## src/rtl/gpu_cmd_pkg.sv

```systemverilog
// Shared constants for the GPU command front-end.
package gpu_cmd_pkg;

  // Command address that selects the control-opcode path.
  localparam int unsigned CTRL_ADDR = 0;

  // Control opcodes carried in cmd_data[3:0] when cmd_addr == CTRL_ADDR.
  typedef enum logic [3:0] {
    OP_START_TILE  = 4'd0,
    OP_NOP         = 4'd1,
    OP_START_WRITE = 4'd2,
    OP_FLUSH       = 4'd4,
    OP_RESET       = 4'd5,
    OP_FENCE       = 4'd6
  } opcode_e;

endpackage

```

## src/rtl/gpu_buf_tracker.sv

```systemverilog
// Tile-buffer rotation: render/write buffer indices and in-flight occupancy.
module gpu_buf_tracker #(
  parameter int NUM_BUFS = 2,
  parameter int BUF_W    = $clog2(NUM_BUFS)
) (
  input  logic             clk,
  input  logic             rst,
  input  logic             advance,
  input  logic             write_ready,
  input  logic             write_release,
  output logic [BUF_W-1:0] render_buf,
  output logic [BUF_W-1:0] write_buf,
  output logic             can_write,
  output logic             idle
);

  localparam logic [BUF_W-1:0] LAST = BUF_W'(NUM_BUFS - 1);

  logic [BUF_W-1:0] in_flight;
  logic             release_ok;

  // At most NUM_BUFS-1 buffers may sit with the writer; one stays with the renderer.
  always_comb begin
    release_ok = write_release && (in_flight != '0);
    can_write  = write_ready && (in_flight < LAST);
    idle       = (in_flight == '0);
  end

  // Rotate buffers on each handed-off tile and track writer occupancy.
  always_ff @(posedge clk) begin
    if (rst) begin
      render_buf <= '0;
      write_buf  <= '0;
      in_flight  <= '0;
    end else begin
      if (advance) begin
        write_buf  <= render_buf;
        render_buf <= (render_buf == LAST) ? '0 : render_buf + BUF_W'(1);
      end
      // Hand-off and release in the same cycle cancel out.
      case ({advance, release_ok})
        2'b10:   in_flight <= in_flight + BUF_W'(1);
        2'b01:   in_flight <= in_flight - BUF_W'(1);
        default: in_flight <= in_flight;
      endcase
    end
  end

endmodule

```

## src/rtl/gpu_cmd_sequencer.sv

```systemverilog
// GPU command front-end: retires {addr, data} commands, forwards register
// writes, dispatches control opcodes with per-opcode stall rules.
module gpu_cmd_sequencer
  import gpu_cmd_pkg::*;
#(
  parameter int ADDR_W   = 4,
  parameter int DATA_W   = 32,
  parameter int NUM_BUFS = 2,
  parameter int SEQ_W    = 32,
  parameter int BUF_W    = $clog2(NUM_BUFS)
) (
  input  logic              gpu_clk,
  input  logic              gpu_rst,
  input  logic              cmd_valid,
  output logic              cmd_ready,
  input  logic [ADDR_W-1:0] cmd_addr,
  input  logic [DATA_W-1:0] cmd_data,
  output logic              reg_we,
  output logic [ADDR_W-1:0] reg_idx,
  output logic [DATA_W-1:0] reg_wdata,
  output logic              tile_start,
  output logic              tile_clear,
  input  logic              tile_done,
  output logic [BUF_W-1:0]  render_buf,
  output logic              write_start,
  output logic [BUF_W-1:0]  write_buf,
  input  logic              write_ready,
  input  logic              write_release,
  input  logic              write_flushed,
  output logic              fence_pulse,
  output logic [DATA_W-5:0] fence_tag,
  output logic [SEQ_W-1:0]  seq_no,
  output logic [7:0]        err_count,
  output logic              busy
);

  opcode_e op;
  logic    is_ctrl;
  logic    retire;
  logic    can_write;
  logic    bufs_idle;
  logic    clear_flag;
  logic    do_reg, do_tile, do_write, do_reset, do_fence, do_unknown;

  // Head-command decode and stall rules; no command is accepted during reset.
  always_comb begin
    is_ctrl   = (cmd_addr == ADDR_W'(CTRL_ADDR));
    op        = opcode_e'(cmd_data[3:0]);
    cmd_ready = 1'b0;
    if (!gpu_rst) begin
      if (!is_ctrl) begin
        cmd_ready = 1'b1;
      end else begin
        case (op)
          OP_START_TILE:  cmd_ready = tile_done;
          OP_START_WRITE: cmd_ready = tile_done && can_write;
          OP_FLUSH:       cmd_ready = write_flushed && bufs_idle;
          OP_FENCE:       cmd_ready = tile_done && write_flushed && bufs_idle;
          default:        cmd_ready = 1'b1;
        endcase
      end
    end
    retire     = cmd_valid && cmd_ready;
    do_reg     = retire && !is_ctrl;
    do_tile    = retire && is_ctrl && (op == OP_START_TILE);
    do_write   = retire && is_ctrl && (op == OP_START_WRITE);
    do_reset   = retire && is_ctrl && (op == OP_RESET);
    do_fence   = retire && is_ctrl && (op == OP_FENCE);
    do_unknown = 1'b0;
    if (retire && is_ctrl) begin
      case (op)
        OP_START_TILE, OP_NOP, OP_START_WRITE,
        OP_FLUSH, OP_RESET, OP_FENCE: do_unknown = 1'b0;
        default:                      do_unknown = 1'b1;
      endcase
    end
    busy = cmd_valid && !cmd_ready;
  end

  gpu_buf_tracker #(
    .NUM_BUFS (NUM_BUFS),
    .BUF_W    (BUF_W)
  ) u_buf_tracker (
    .clk           (gpu_clk),
    .rst           (gpu_rst),
    .advance       (do_write),
    .write_ready   (write_ready),
    .write_release (write_release),
    .render_buf    (render_buf),
    .write_buf     (write_buf),
    .can_write     (can_write),
    .idle          (bufs_idle)
  );

  // Registered command effects: one-cycle pulses, clear flag, counters.
  always_ff @(posedge gpu_clk) begin
    if (gpu_rst) begin
      reg_we      <= 1'b0;
      reg_idx     <= '0;
      reg_wdata   <= '0;
      tile_start  <= 1'b0;
      tile_clear  <= 1'b0;
      write_start <= 1'b0;
      fence_pulse <= 1'b0;
      fence_tag   <= '0;
      clear_flag  <= 1'b1;
      seq_no      <= '0;
      err_count   <= '0;
    end else begin
      reg_we      <= do_reg;
      tile_start  <= do_tile;
      tile_clear  <= do_tile && clear_flag;
      write_start <= do_write;
      fence_pulse <= do_fence;
      if (do_reg) begin
        reg_idx   <= cmd_addr;
        reg_wdata <= cmd_data;
      end
      if (do_fence) fence_tag <= cmd_data[DATA_W-1:4];
      if (do_write || do_reset) clear_flag <= 1'b1;
      else if (do_tile)         clear_flag <= 1'b0;
      if (do_reset)    seq_no <= '0;
      else if (retire) seq_no <= seq_no + SEQ_W'(1);
      if (do_unknown && (err_count != 8'hFF)) err_count <= err_count + 8'd1;
    end
  end

endmodule
```

## config.mk

```make
export PLATFORM = sky130hd
export DESIGN_NAME = gpu_cmd_sequencer
export DESIGN_NICKNAME = d
export VERILOG_FILES = /design/src/rtl/gpu_cmd_pkg.sv /design/src/rtl/gpu_buf_tracker.sv /design/src/rtl/gpu_cmd_sequencer.sv
export SDC_FILE = /design/constraint.sdc
export NUM_CORES = 1
export LEC_CHECK = 0
export BUFFER_PORTS_ARGS = -buffer_cell sky130_fd_sc_hd__buf_2
export CORE_MARGIN = 8
export CORE_UTILIZATION = 40
export CTS_CLUSTER_SIZE = 12
export DETAILED_ROUTE_END_ITERATION = 6
export PLACE_DENSITY = 0.76
export SYNTH_ARGS = -nofsm -noshare
export SYNTH_HDL_FRONTEND = slang
export SYNTH_SLANG_ARGS = --single-unit
```

## constraint.sdc

```tcl
create_clock -name gpu_clk -period 4.5 [get_ports gpu_clk]
set_input_delay 0.45 -clock gpu_clk [delete_from_list [all_inputs] [get_ports gpu_clk]]
set_output_delay 0.45 -clock gpu_clk [all_outputs]
set_load 0.05 [all_outputs]
```

==> results of run 1 <==
==> routing by layer <==
layer / share of wire (%) / GRT usage, % / vias to the layer above
li1: - / - / 2175
met1: 42 / 20.28 / 2064
met2: 49 / 28.39 / 152
met3: 8.0 / 4.784 / 10
met4: 0.78 / 5.712 / 0
met5: 0 / 0 / -
==> stage by stage <==
stage	setup WS (ns)	hold slack (ns)
finish	1.586	0.3000
global route	1.472	0.2925
CTS	1.589	0.2833
detailed placement	1.522	0.4437
global placement	1.591	0.4385
floorplan	1.205	0.4305
==> power by group through the flow <==
stage | Clock [mW] | Sequential [mW] | Combinational (mW)
final | 1.29 | 1.03 | 0.174
after CTS | 1.32 | 1.03 | 0.175
after floorplan | 0 | 1.11 | 0.0582
after global placement | 0 | 1.05 | 0.173
after detailed placement | 0 | 1.05 | 0.174
after global routing | 1.37 | 1.03 | 0.186
==> critical path: stages <==
cell     delay [ns]
buf_2          0.12
or4_1          0.65
a211o_1        0.59
nor2_1         0.18
nor2_1         0.07
nor2b_1        0.13
buf_2          0.27
==> flip-flops by register name (all words and copies together) (netlist names) <==
register / cells
reg_wdata: 32
seq_no: 32
fence_tag: 28
err_count: 8
reg_idx: 4
clear_flag: 1
fence_pulse: 1
reg_we: 1
tile_clear: 1
tile_start: 1
u_buf_tracker.in_flight: 1
u_buf_tracker.render_buf: 1
u_buf_tracker.write_buf: 1
write_start: 1
==> logic make-up (layout without fill, tap and decap cells) <==
family	Yosys count	after routing	share of synthesized area [%]
compound gates	122	122	15.74
fa+ha+maj	3	3	0.8256
mux	2	2	0.4403
flops	113	113	49.75
xor+xnor	25	25	4.816
simple gates	246	246	24.57
buf+inv	42	199	3.853
==> final cells by class <==
cell class,count,area (um^2),share of cell area [%]
Clock buffer,19,442.9,7.417
Timing Repair Buffer,160,813.3,13.62
Inverter,7,26.28,0.4400
Multi-Input combinational cell,398,2110,35.32
Clock inverter,13,138.9,2.326
Tap cell,143,178.9,2.996
Sequential cell,113,2262,37.88
==> synthesized netlist by cell type, types with 2 or more instances <==
cell type,n,area [um^2]
nand2_1,145,544.3
dfxtp_1,113,2262
a21oi_1,81,405.4
nor2_1,37,138.9
clkbuf_1,24,90.09
xor2_1,18,157.7
or3_1,14,87.58
o21ai_0,10,50.05
o2111ai_1,9,78.83
o211ai_1,9,67.56
buf_2,8,40.04
nand4_1,8,50.05
nor3_1,7,35.03
xnor2_1,7,61.31
and3_1,6,37.54
nand3_1,6,30.03
o21ai_1,5,25.02
inv_1,4,15.01
nor4_2,4,50.05
and2_1,3,18.77
and4_1,3,26.28
ha_1,3,37.54
inv_2,3,11.26
nor4_1,3,18.77
buf_1,2,7.510
mux2i_1,2,20.02
nor2b_1,2,12.51
or4_1,2,15.01
==> how the worst min path moves through the flow <==
stage | from | end | slack, ns | cells past startpoint
after detailed placement | reg_wdata[16]$_SDFFE_PP0P_ | reg_wdata[16]$_SDFFE_PP0P_ | 0.44 | 2
after floorplan | clear_flag$_SDFFE_PP1P_ | tile_clear$_SDFF_PP0_ | 0.43 | 1
after global placement | reg_wdata[10]$_SDFFE_PP0P_ | reg_wdata[10]$_SDFFE_PP0P_ | 0.44 | 2
final | cmd_data[17] | fence_tag[13]$_SDFFE_PP0P_ | 0.30 | 3
after global routing | cmd_data[17] | fence_tag[13]$_SDFFE_PP0P_ | 0.29 | 3
after CTS | cmd_data[17] | fence_tag[13]$_SDFFE_PP0P_ | 0.28 | 3
==> flow_metrics.env, run 1 <==
export IMPL_switching_share_pct=24.34
export IMPL_pwr_share_comb_pct=7.0
export IMPL_cts_tree="yes"
export IMPL_die_w_um=122.6
export IMPL_finalHoldViolations=0
export IMPL_grt_pass1_wl_um=20380
export IMPL_place_inst=821
export IMPL_cts_path_max_buffers=2
export IMPL_dp_hpwl_um=9344
export IMPL_grt_usage_pct=16.86
export IMPL_root_buffer="clkbuf_16"
export IMPL_clk_pin_slew_worst_paths_ns=0.06
export IMPL_min_period_ns=2.914
export IMPL_reg2reg_depth=5
export IMPL_die_y_um=122.6
export IMPL_fin_tns_setup_ns=0
export IMPL_grt_pass1_vias=4151
export IMPL_synthCells=553
export IMPL_crit_required_ns=4.05
export IMPL_wirelength_um=13070
export IMPL_period_share_pct=64.76
export IMPL_setup_violations=0
export IMPL_avgSynthCellArea_um2=8.222
export IMPL_regToRegSetupSlack_ns=1.60
export IMPL_r2r_end="seq_no[29]$_SDFFE_PP0N_"
export IMPL_async_flop_share_pct=0
export IMPL_path_class="primary input to output port"
export IMPL_cts_setup_buffers=0
export IMPL_crit_fanout=22
export IMPL_outcome="completed"
export IMPL_post_drt_via_cell_ratio=5.159
export IMPL_cts_hold_buffers_added=0
export IMPL_cts_resized_gates=0
export IMPL_yosysWarnings=0
export IMPL_first_iter_violations=279
export IMPL_start_util_pct=40.34
export IMPL_max_cap_violations=0
export IMPL_crit_start="cmd_addr[3]"
export IMPL_holdCritPathClass="primary input to flop"
export IMPL_dieArea_mm2=0.01503
export IMPL_drc=0
export IMPL_io_buffer_count=155
export IMPL_power_internal_mw=1.888
export IMPL_finalNonFillerCells=853
export IMPL_via_count=4401
export IMPL_powerDensity_mw_per_mm2=417.8
export IMPL_slew_viol_final=0
export IMPL_antenna_cells=0
export IMPL_syn_cell_area_mm2=0.004547
export IMPL_endpoint="busy"
export IMPL_drtPass1Iterations=4
export IMPL_seqPwrFrac_pct=41.2
export IMPL_avgRoutedWirePerCell_um=15.32
export IMPL_std_cell_rows=39
export IMPL_num_nets_final=743
export IMPL_fillers=1057
export IMPL_critPathCaptureType="output port"
export IMPL_layout_common_cells="buf_2, nand2_1, dfxtp_1"
export IMPL_layout_commonest_cell="buf_2"
export IMPL_coreArea_mm2=0.01127
export IMPL_syn_to_final_growth_pct=31.34
export IMPL_gp_congestion=0.8157
export IMPL_fin_area_mm2=0.005972
export IMPL_layout_drive_gt1_share_pct=28.45
export IMPL_fin_util_pct=52.98
export IMPL_ys_seq_elements=113
export IMPL_dpl_instance_area_mm2=0.005390
export IMPL_ant_nets=0
export IMPL_grt_max_degree=78
export IMPL_vdd_drop_max_mv=0.2171
export IMPL_fmaxAchievable_ghz=0.3431
export IMPL_overflow=0
export IMPL_rsz0062_at_grt="no"
export IMPL_synthFlopType="dfxtp_1"
export IMPL_cts_made_buffers=17
export IMPL_reg2reg_from="seq_no[6]$_SDFFE_PP0N_"
export IMPL_cp_start_kind="primary input"
export IMPL_total_power_mw=2.495
export IMPL_syn_num_nets=599
export IMPL_worstMarginPinSlew_ns=1.189
export IMPL_critPathArrivalTime_ns=2.46
export IMPL_p_sw_mw=0.6074
export IMPL_clock_sinks=113
export IMPL_yosysUniqueCellTypes=43
export IMPL_antenna_found_initial=0
export IMPL_h_tree_depth=4
export IMPL_ios=156
export IMPL_insertion_delay_ns=0.40
export IMPL_synth_edf_count=0
export IMPL_ys_seq_area_share_pct=49.75
export IMPL_clockPowerShare_pct=51.8
export IMPL_finClkSkew_ns=0.005214
export IMPL_slew_limit_headroom_pct=20.76
export IMPL_p_leak_nw=2.520
Note: power is estimated with default switching activity, not from simulation.
==> run 2: changes to the inputs <==
==> constraint.sdc (replaced) <==
create_clock -name gpu_clk -period 2.8 [get_ports gpu_clk]
set_input_delay 0.28 -clock gpu_clk [delete_from_list [all_inputs] [get_ports gpu_clk]]
set_output_delay 0.28 -clock gpu_clk [all_outputs]
set_load 0.05 [all_outputs]
==> run 2 against run 1 <==
  * Worst setup slack got worse by 1.2 ns
  * Sequential share of layout area down 0.57 points
  * Cell area increased by 1.5%
  * Total power up 69%
  * Largest power group unchanged
  * Critical endpoint unchanged
  * Highest routed layer unchanged
  * Largest cell class unchanged
==> flow_metrics.env, run 2 (same netlist as run 1, synthesis figures left out) <==
export IMPL_outcome="completed"
export IMPL_cp_start_kind="primary input"
export IMPL_post_drt_via_cell_ratio=5.193
export IMPL_top_regs="reg_wdata x32, seq_no x32, fence_tag x28"
export IMPL_avgRoutedWirePerCell_um=15.35
export IMPL_switching_share_pct=23.21
export IMPL_drtPass1Iterations=4
export IMPL_die_y_um=122.6
export IMPL_first_iter_violations=293
export IMPL_dp_hpwl_um=9382
export IMPL_layout_common_cells="buf_2, nand2_1, dfxtp_1"
export IMPL_slowest_delay_ns=0.64
export IMPL_use_met3_pct=5.474
export IMPL_critPathMostFrequentCell="buf_2"
export IMPL_via_count=4450
export IMPL_fin_util_pct=53.79
export IMPL_critPathArrivalTime_ns=2.09
export IMPL_finClkSkew_ns=0.005836
export IMPL_powerDensity_mw_per_mm2=695.9
export IMPL_slew_viol_final=0
export IMPL_slowest_stage="or4_1"
export IMPL_cts_setup_buffers=0
export IMPL_syn_to_final_growth_pct=33.35
export IMPL_num_nets_final=747
export IMPL_finalHoldViolations=0
export IMPL_layout_commonest_cell="buf_2"
export IMPL_grt_pass1_wl_um=20580
export IMPL_grt_max_degree=78
export IMPL_setup_violations=0
export IMPL_seqCellArea_mm2=0.002262
export IMPL_crit_fanout=10
export IMPL_multi_input_area_mm2=0.002115
export IMPL_path_class="primary input to output port"
export IMPL_ant_nets=0
export IMPL_cts_path_max_buffers=2
export IMPL_antenna_found_initial=0
export IMPL_clockPowerShare_pct=54.2
export IMPL_min_delay_start="cmd_data[19]"
export IMPL_grt_met1_usage_pct=20.05
export IMPL_drc=0
export IMPL_clock_sinks=113
export IMPL_fmaxAchievable_ghz=0.4217
export IMPL_insertion_delay_ns=0.40
export IMPL_worstMarginPinSlew_ns=0.8915
export IMPL_p_leak_nw=2.566
export IMPL_cts_resized_gates=0
export IMPL_period_share_pct=84.69
export IMPL_power_internal_mw=3.240
export IMPL_antenna_cells=0
export IMPL_io_buffer_count=155
export IMPL_start_util_pct=40.34
export IMPL_grt_busiest_layer="met2"
export IMPL_h_tree_depth=4
export IMPL_layout_drive_gt1_share_pct=29.27
export IMPL_gp_congestion=0.8838
export IMPL_std_cell_rows=39
export IMPL_slew_limit_headroom_pct=40.11
export IMPL_ios=156
export IMPL_clk_pin_slew_worst_paths_ns=0.05
export IMPL_rsz0062_at_grt="no"
export IMPL_holdCritPathClass="primary input to flop"
export IMPL_p_sw_mw=0.9795
export IMPL_cts_made_buffers=17
export IMPL_vdd_drop_max_mv=0.4644
export IMPL_die_w_um=122.6
export IMPL_max_cap_violations=0
export IMPL_pwr_share_comb_pct=6.7
export IMPL_root_buffer="clkbuf_16"
export IMPL_seqPwrFrac_pct=39.2
export IMPL_path_cells="buf_2 > or4_1 > a211o_1 > nor2_1 > nor2_2 > nor2b_2 > buf_2"
export IMPL_grt_pass1_vias=4168
export IMPL_met2_usage_pct=28.97
export IMPL_min_period_ns=2.371
export IMPL_total_power_mw=4.220
export IMPL_wirelength_um=13150
export IMPL_cts_tree="yes"
export IMPL_overflow=0
export IMPL_reg2reg_from="seq_no[0]$_SDFFE_PP0N_"
export IMPL_fillers=1052
export IMPL_grt_usage_pct=17.06
export IMPL_dieArea_mm2=0.01503
export IMPL_fin_tns_setup_ns=0
export IMPL_critPathCaptureType="output port"
export IMPL_cts_hold_buffers_added=0
export IMPL_crit_required_ns=2.52
export IMPL_crit_start="cmd_addr[3]"
export IMPL_hold_slack_ns=0.1298
export IMPL_coreArea_mm2=0.01127
## run 2: layout make-up
cell class / count / area share (%)
flip-flops and latches: 113 / 37.31
multi-input cells: 398 / 34.87
repair buffers: 164 / 13.91
clock buffers: 19 / 7.470
clock inverters: 13 / 3.054
well taps: 143 / 2.951
inverters: 7 / 0.4333
## run 2: critical path, delay by kind of cell
family	cells	cell delay, ns
AO/OA/AOI/OAI	1	0.44
buffers and inverters	2	0.38
AND/OR/NAND/NOR	4	0.98
## run 2: per-layer routing
| metal | vias up | routed length, um |
|---|---|---|
| met1 | 2093 | 5378 |
| met2 | 150 | 6481 |
| met5 | - | 0 |
| li1 | 2192 | - |
| met4 | 0 | 184 |
| met3 | 15 | 1106 |
## run 2: per-stage QoR
step                worst slack, ns  instances  area, um^2
floorplan                    0.2422        553        4552
global placement             0.4342        825        5425
detailed placement           0.3956        825        5425
CTS                          0.4367        857        6063
global route                 0.3735        857        6063
finish                       0.4286        857        6063
## run 2: power by group through the flow
stage               combinational, mW  sequential [mW]  clock [mW]
floorplan                      0.0942             1.78           0
global placement                0.279             1.68           0
detailed placement              0.282             1.69           0
CTS                             0.283             1.65        2.33
global route                    0.300             1.65        2.41
finish                          0.281             1.65        2.29
## run 2: path summary, 6_finish.rpt
check | end | slack, ns | cells past startpoint
worst max register to register | seq_no[18]$_SDFFE_PP0N_ | 0.54 | 6
worst min-delay path | fence_tag[15]$_SDFFE_PP0P_ | 0.13 | 3
worst max-delay path | busy | 0.43 | 7
worst min register to register | fence_tag[18]$_SDFFE_PP0P_ | 0.45 | 2
